<file path="config.mk">
export PLATFORM = sky130hd
export DESIGN_NAME = cf_fft_1024_8_seq_flat
export DESIGN_NICKNAME = d
export VERILOG_FILES = /design/src/rtl/cf_fft_1024_8_seq_if.sv /design/src/rtl/cf_fft_1024_8_seq.sv /design/src/flat_wrapper.sv
export SDC_FILE = /design/constraint.sdc
export NUM_CORES = 1
export LEC_CHECK = 0
export ABC_AREA = 1
export CAP_MARGIN = 15
export CELL_PAD_IN_SITES_DETAIL_PLACEMENT = 1
export CELL_PAD_IN_SITES_GLOBAL_PLACEMENT = 1
export CORE_MARGIN = 1.5
export CORE_UTILIZATION = 39
export CTS_BUF_LIST = sky130_fd_sc_hd__clkbuf_8
export CTS_CLUSTER_DIAMETER = 60
export DETAILED_ROUTE_END_ITERATION = 7
export GPL_ROUTABILITY_DRIVEN = 0
export GPL_TIMING_DRIVEN = 0
export HOLD_SLACK_MARGIN = 0.03
export PLACE_DENSITY = 0.79
export SYNTH_ARGS = -nofsm -noshare
export SYNTH_HDL_FRONTEND = slang
export SYNTH_SLANG_ARGS = --single-unit
</file>
<file path="constraint.sdc">
create_clock -name clock_c -period 1.7 [get_ports clock_c]
set_clock_uncertainty 0.15 [all_clocks]
set_input_delay 0.34 -clock clock_c [delete_from_list [all_inputs] [get_ports clock_c]]
set_output_delay 0.34 -clock clock_c [all_outputs]
set_load 0.02 [all_outputs]
</file>
<file path="src/rtl/cf_fft_1024_8_seq_if.sv">
// Handshake/status bundle between the frame sequencer and the FFT datapath.
// CF_FFT_BITREV_EN (see the sequencer) only changes how addr_o is encoded.
interface cf_fft_1024_8_seq_if #(
    parameter int unsigned LOG2N = 10
);
    logic             enable_i;
    logic             sync_i;
    logic [1:0]       phase_o;
    logic [LOG2N-1:0] addr_o;
    logic             busy_o;
    logic             last_o;
    logic             sync_o;
    logic             err_o;
    logic [7:0]       frames_o;

    modport master (
        output enable_i, sync_i,
        input  phase_o, addr_o, busy_o, last_o, sync_o, err_o, frames_o
    );

    modport slave (
        input  enable_i, sync_i,
        output phase_o, addr_o, busy_o, last_o, sync_o, err_o, frames_o
    );
endinterface

</file>
<file path="src/rtl/cf_fft_1024_8_seq.sv">
// Frame sequencer for the 1024-point FFT: sample counter, phase code, frame strobes, sync delay.
// Define CF_FFT_BITREV_EN to present addr_o in bit-reversed (output-reorder) order.
module cf_fft_1024_8_seq #(
    parameter int unsigned LOG2N   = 10,
    parameter int unsigned LATENCY = 8
) (
    input logic                clock_c,
    input logic                reset_i,
    cf_fft_1024_8_seq_if.slave bus
);
    localparam logic [LOG2N-1:0] CntMax = '1;
    localparam logic [LOG2N-1:0] CntOne = LOG2N'(1);

    typedef enum logic [0:0] {StIdle, StRun} state_e;

    state_e             state_q, state_d;
    logic [LOG2N-1:0]   cnt_q, cnt_d;
    logic               err_q, err_d;
    logic [7:0]         frames_q, frames_d;
    logic [LATENCY-1:0] dly_q;
    logic               sync_q;

    logic               busy_q, busy_d;
    logic               last_q, last_d;
    logic [1:0]         phase_q, phase_d;
    logic [LOG2N-1:0]   addr_q, addr_d;
    logic [LOG2N-1:0]   addr_map;

    // State register: everything advances only on enabled cycles; reset wins over enable.
    always_ff @(posedge clock_c) begin
        if (reset_i) begin
            state_q  <= StIdle;
            cnt_q    <= '0;
            err_q    <= 1'b0;
            frames_q <= '0;
            dly_q    <= '0;
            sync_q   <= 1'b0;
            busy_q   <= 1'b0;
            last_q   <= 1'b0;
            phase_q  <= '0;
            addr_q   <= '0;
        end else if (bus.enable_i) begin
            state_q  <= state_d;
            cnt_q    <= cnt_d;
            err_q    <= err_d;
            frames_q <= frames_d;
            dly_q[0] <= bus.sync_i;
            for (int i = 1; i < int'(LATENCY); i++) begin
                dly_q[i] <= dly_q[i-1];
            end
            sync_q   <= dly_q[LATENCY-1];
            busy_q   <= busy_d;
            last_q   <= last_d;
            phase_q  <= phase_d;
            addr_q   <= addr_d;
        end
    end

    // Next state: a sync at the final sample is a back-to-back start, not an error.
    always_comb begin
        state_d  = state_q;
        cnt_d    = cnt_q;
        err_d    = err_q;
        frames_d = frames_q;
        unique case (state_q)
            StIdle: begin
                if (bus.sync_i) begin
                    state_d = StRun;
                    cnt_d   = '0;
                end
            end
            StRun: begin
                if (cnt_q == CntMax) begin
                    frames_d = frames_q + 8'd1;
                    cnt_d    = '0;
                    if (!bus.sync_i) begin
                        state_d = StIdle;
                    end
                end else if (bus.sync_i) begin
                    cnt_d = '0;
                    err_d = 1'b1;
                end else begin
                    cnt_d = cnt_q + CntOne;
                end
            end
        endcase
    end

    always_comb begin
        addr_map = '0;
`ifdef CF_FFT_BITREV_EN
        for (int k = 0; k < int'(LOG2N); k++) begin
            addr_map[k] = cnt_q[LOG2N-1-k];
        end
`else
        addr_map = cnt_q;
`endif
    end

    // Output decode from the current state; registered on the next enabled edge.
    always_comb begin
        busy_d  = 1'b0;
        last_d  = 1'b0;
        phase_d = '0;
        addr_d  = '0;
        if (state_q == StRun) begin
            busy_d  = 1'b1;
            last_d  = (cnt_q == CntMax);
            phase_d = cnt_q[1:0];
            addr_d  = addr_map;
        end
    end

    assign bus.busy_o   = busy_q;
    assign bus.last_o   = last_q;
    assign bus.phase_o  = phase_q;
    assign bus.addr_o   = addr_q;
    assign bus.sync_o   = sync_q;
    assign bus.err_o    = err_q;
    assign bus.frames_o = frames_q;
endmodule
</file>
<file path="src/flat_wrapper.sv">
// flat-port wrapper written by rule: the top's interface ports become plain ports
module cf_fft_1024_8_seq_flat 
#(
    parameter int unsigned LOG2N   = 10,
    parameter int unsigned LATENCY = 8
)
  (clock_c, reset_i, bus_enable_i, bus_sync_i, bus_phase_o, bus_addr_o, bus_busy_o, bus_last_o, bus_sync_o, bus_err_o, bus_frames_o);
  cf_fft_1024_8_seq_if #(.LOG2N(LOG2N)) bus_i ();
  input logic clock_c;
  input logic reset_i;
  input wire logic [$bits(bus_i.enable_i)-1:0] bus_enable_i;
  input wire logic [$bits(bus_i.sync_i)-1:0] bus_sync_i;
  output wire logic [$bits(bus_i.phase_o)-1:0] bus_phase_o;
  output wire logic [$bits(bus_i.addr_o)-1:0] bus_addr_o;
  output wire logic [$bits(bus_i.busy_o)-1:0] bus_busy_o;
  output wire logic [$bits(bus_i.last_o)-1:0] bus_last_o;
  output wire logic [$bits(bus_i.sync_o)-1:0] bus_sync_o;
  output wire logic [$bits(bus_i.err_o)-1:0] bus_err_o;
  output wire logic [$bits(bus_i.frames_o)-1:0] bus_frames_o;
  assign bus_i.enable_i = bus_enable_i;
  assign bus_i.sync_i = bus_sync_i;
  assign bus_phase_o = bus_i.phase_o;
  assign bus_addr_o = bus_i.addr_o;
  assign bus_busy_o = bus_i.busy_o;
  assign bus_last_o = bus_i.last_o;
  assign bus_sync_o = bus_i.sync_o;
  assign bus_err_o = bus_i.err_o;
  assign bus_frames_o = bus_i.frames_o;
  cf_fft_1024_8_seq #(.LOG2N(LOG2N), .LATENCY(LATENCY)) u_core (.clock_c(clock_c), .reset_i(reset_i), .bus(bus_i));
endmodule
</file>
==> out/metrics.csv <==
metric,value,unit
area_growth,27.57,%
syn-num-nets,262,
fin_setup_tns,0,ns
start_util,41.01,%
finalNetCount,297,
tightest_slew,0.5604,ns
clock_latency,0.30,ns
yosysWarnings,0,
min_period,1.632,ns
critPathArrivalTime,1.71,ns
grt-ovfl-total,0,
start_kind,flop,
placed_cells,333,
max_freq,612.7,MHz
drtIter0Drc,60,
powerDensity,834.9,nW/um2
clock_path_buffers,2,
synth-seq-cells,41,
ios,28,
dr.pass1.iters,4,
setup_viol,0,
finalWirelength,4970,um
avgSynthCellArea,7.072,um2
path_class,flop to flop,
final_common_cell,nand2_1,
netlist-cell-type-count,27,
track_usage,21.60,%
cts_tree,built,
hold_viol,0,
fill_cells,580,
slew_headroom,62.64,%
seq_area_frac_synth,45.34,%
status,"complete, no violations",
fin_area,2310,um2
antenna_found_initial,0,
ir_worst_vdd,0.4942,mV
drv_slew,0,
crit_required,1.77,ns
place_hpwl,3505,um
syn-cell-area,1810,um2
post-route-drc-count,0,
synth_top_cell_by_area,dfxtp_1,
drtAntennaViolNets,0,
place_area,2126,um2
synthesis.instances,256,
via_per_inst,5.166,
post_drt_wl_per_cell,14.45,um
netlist.area_leader.share,45.34,%
core.rowCount,24,
post-route-period-util,96.00,%
die_width,71.14,um
vias,1777,
h-tree-depth,2,
synth_area_leaders,"dfxtp_1 45%, nand2_1 15%, a21oi_1 8.6%, nor2_1 5.8%, nand3_1 5.0%",
power.total,1.928,mW
numClockSinks,41,
rsz0062_at_grt,yes,
grt_pass1_wl,8514,um
portBuffers,25,
layout-drive-gt1-share,13.01,%
cts_root_buf,clkbuf_8,
core-area,4414,um2
hold_class,input pin to flop,
grt_pass1_vias,1769,
drv_cap,0,
die_area,5060,um2
layout_common_cells,"69 x nand2_1, 39 x dfxtp_1, 31 x a21oi_1, 27 x nor2_1, 24 x dlygate4sd2_1",
stdcell_count,344,
diodes,0,
leakagePower,0.9266,nW
grt_max_degree,14,
cp_max_fo,5,
chipHeight,71.14,um
cts_buffers,5,
cp-end-kind,flop,
clkSlewWorstSetupHoldPaths,0.08,ns
registers in the layout, summed over array words and instances (netlist names):
| register | flops |
|---|---|
| u_core.bus.busy_o | 1 |
| u_core.bus.last_o | 1 |
| u_core.bus.sync_o | 1 |
| u_core.bus.err_o | 1 |
| u_core.addr_map | 10 |
| u_core.state_q | 1 |
| u_core.bus.frames_o | 8 |
| u_core.dly_q | 8 |
| u_core.bus.addr_o | 10 |
path summary, 6_finish.rpt:
path	start	end	slack [ns]	cells past startpoint
max	u_core.addr_map[0]	u_core.bus.frames_o[5]	0.07	7
min	reset_i	u_core.bus.addr_o[2]	0.22	2
max reg2reg	u_core.addr_map[0]	u_core.bus.frames_o[5]	0.07	7
min reg2reg	u_core.bus.addr_o[8]	u_core.bus.addr_o[8]	0.31	2
power by group:
group | total, mW | switching [mW] | internal, mW | leakage, nW
clock network | 0.835 | 0.357 | 0.478 | 0.0574
logic | 0.106 | 0.0745 | 0.0313 | 0.536
registers | 0.988 | 0.0123 | 0.976 | 0.334
cell usage after synthesis:
cell type / n
nand2_1: 70
dfxtp_1: 41
a21oi_1: 31
nor2_1: 28
inv_1: 18
nand3_1: 18
o21ai_0: 14
nor2_2: 5
buf_2: 4
clkbuf_1: 4
buf_4: 2
ha_1: 2
inv_2: 2
nand2_2: 2
nand4_1: 2
o21a_1: 2
a31oi_1: 1
clkbuf_2: 1
nand3_2: 1
nand3b_1: 1
nor2_4: 1
nor3_1: 1
nor3_2: 1
o21ai_1: 1
o21bai_1: 1
xnor2_1: 1
xor2_1: 1
worst max-delay path, cell delays in order, from the launching register on:
cell	delay, ns
dfxtp_4	0.39
ha_4	0.16
nand2_1	0.11
nor2_4	0.16
nand3b_1	0.18
nor2_4	0.17
nand3_1	0.09
a21oi_1	0.14
stage by stage:
step                hold slack [ns]  setup slack, ns  utilization [%]
detailed placement           0.3062          -0.4413            48.16
finish                       0.2169          0.06798            52.32
CTS                          0.2255         0.009585            50.60
floorplan                    0.2905           0.2283                -
global placement             0.2999          -0.4465            48.16
global route                 0.2447         -0.01729            52.32
per-layer routing:
metal | part of all wire (%) | track usage, %
met1 | 49 | 30.35
met3 | 3.1 | 3.989
met4 | 0.99 | 6.289
met2 | 47 | 33.96
met5 | 0 | 0
cell families after synthesis:
family	after synthesis	synth area share [%]
flops	41	45.34
compound gates	50	14.31
fa+ha+maj	2	1.382
simple gates	130	30.82
xor+xnor	2	0.9677
buf+inv	31	7.186
what timing repair did:
action,in CTS,in global routing
endpoints found under the setup margin,38,16
hold buffers,0,0
pin swaps,0,3
setup buffers,0,3
resized for setup,28,13
cell type report:
| type | instances | area, um2 | share of cell area [%] |
|---|---|---|---|
| multi-input combinational | 184 | 925.9 | 40.09 |
| timing repair buffer | 28 | 242.7 | 10.51 |
| clock buffer | 6 | 82.58 | 3.575 |
| sequential | 41 | 825.8 | 35.75 |
| clock inverter | 2 | 37.54 | 1.625 |
| inverter | 20 | 75.07 | 3.250 |
| tap | 52 | 65.06 | 2.817 |
| buffer | 11 | 55.05 | 2.384 |
(Power assumes the default switching activity.)
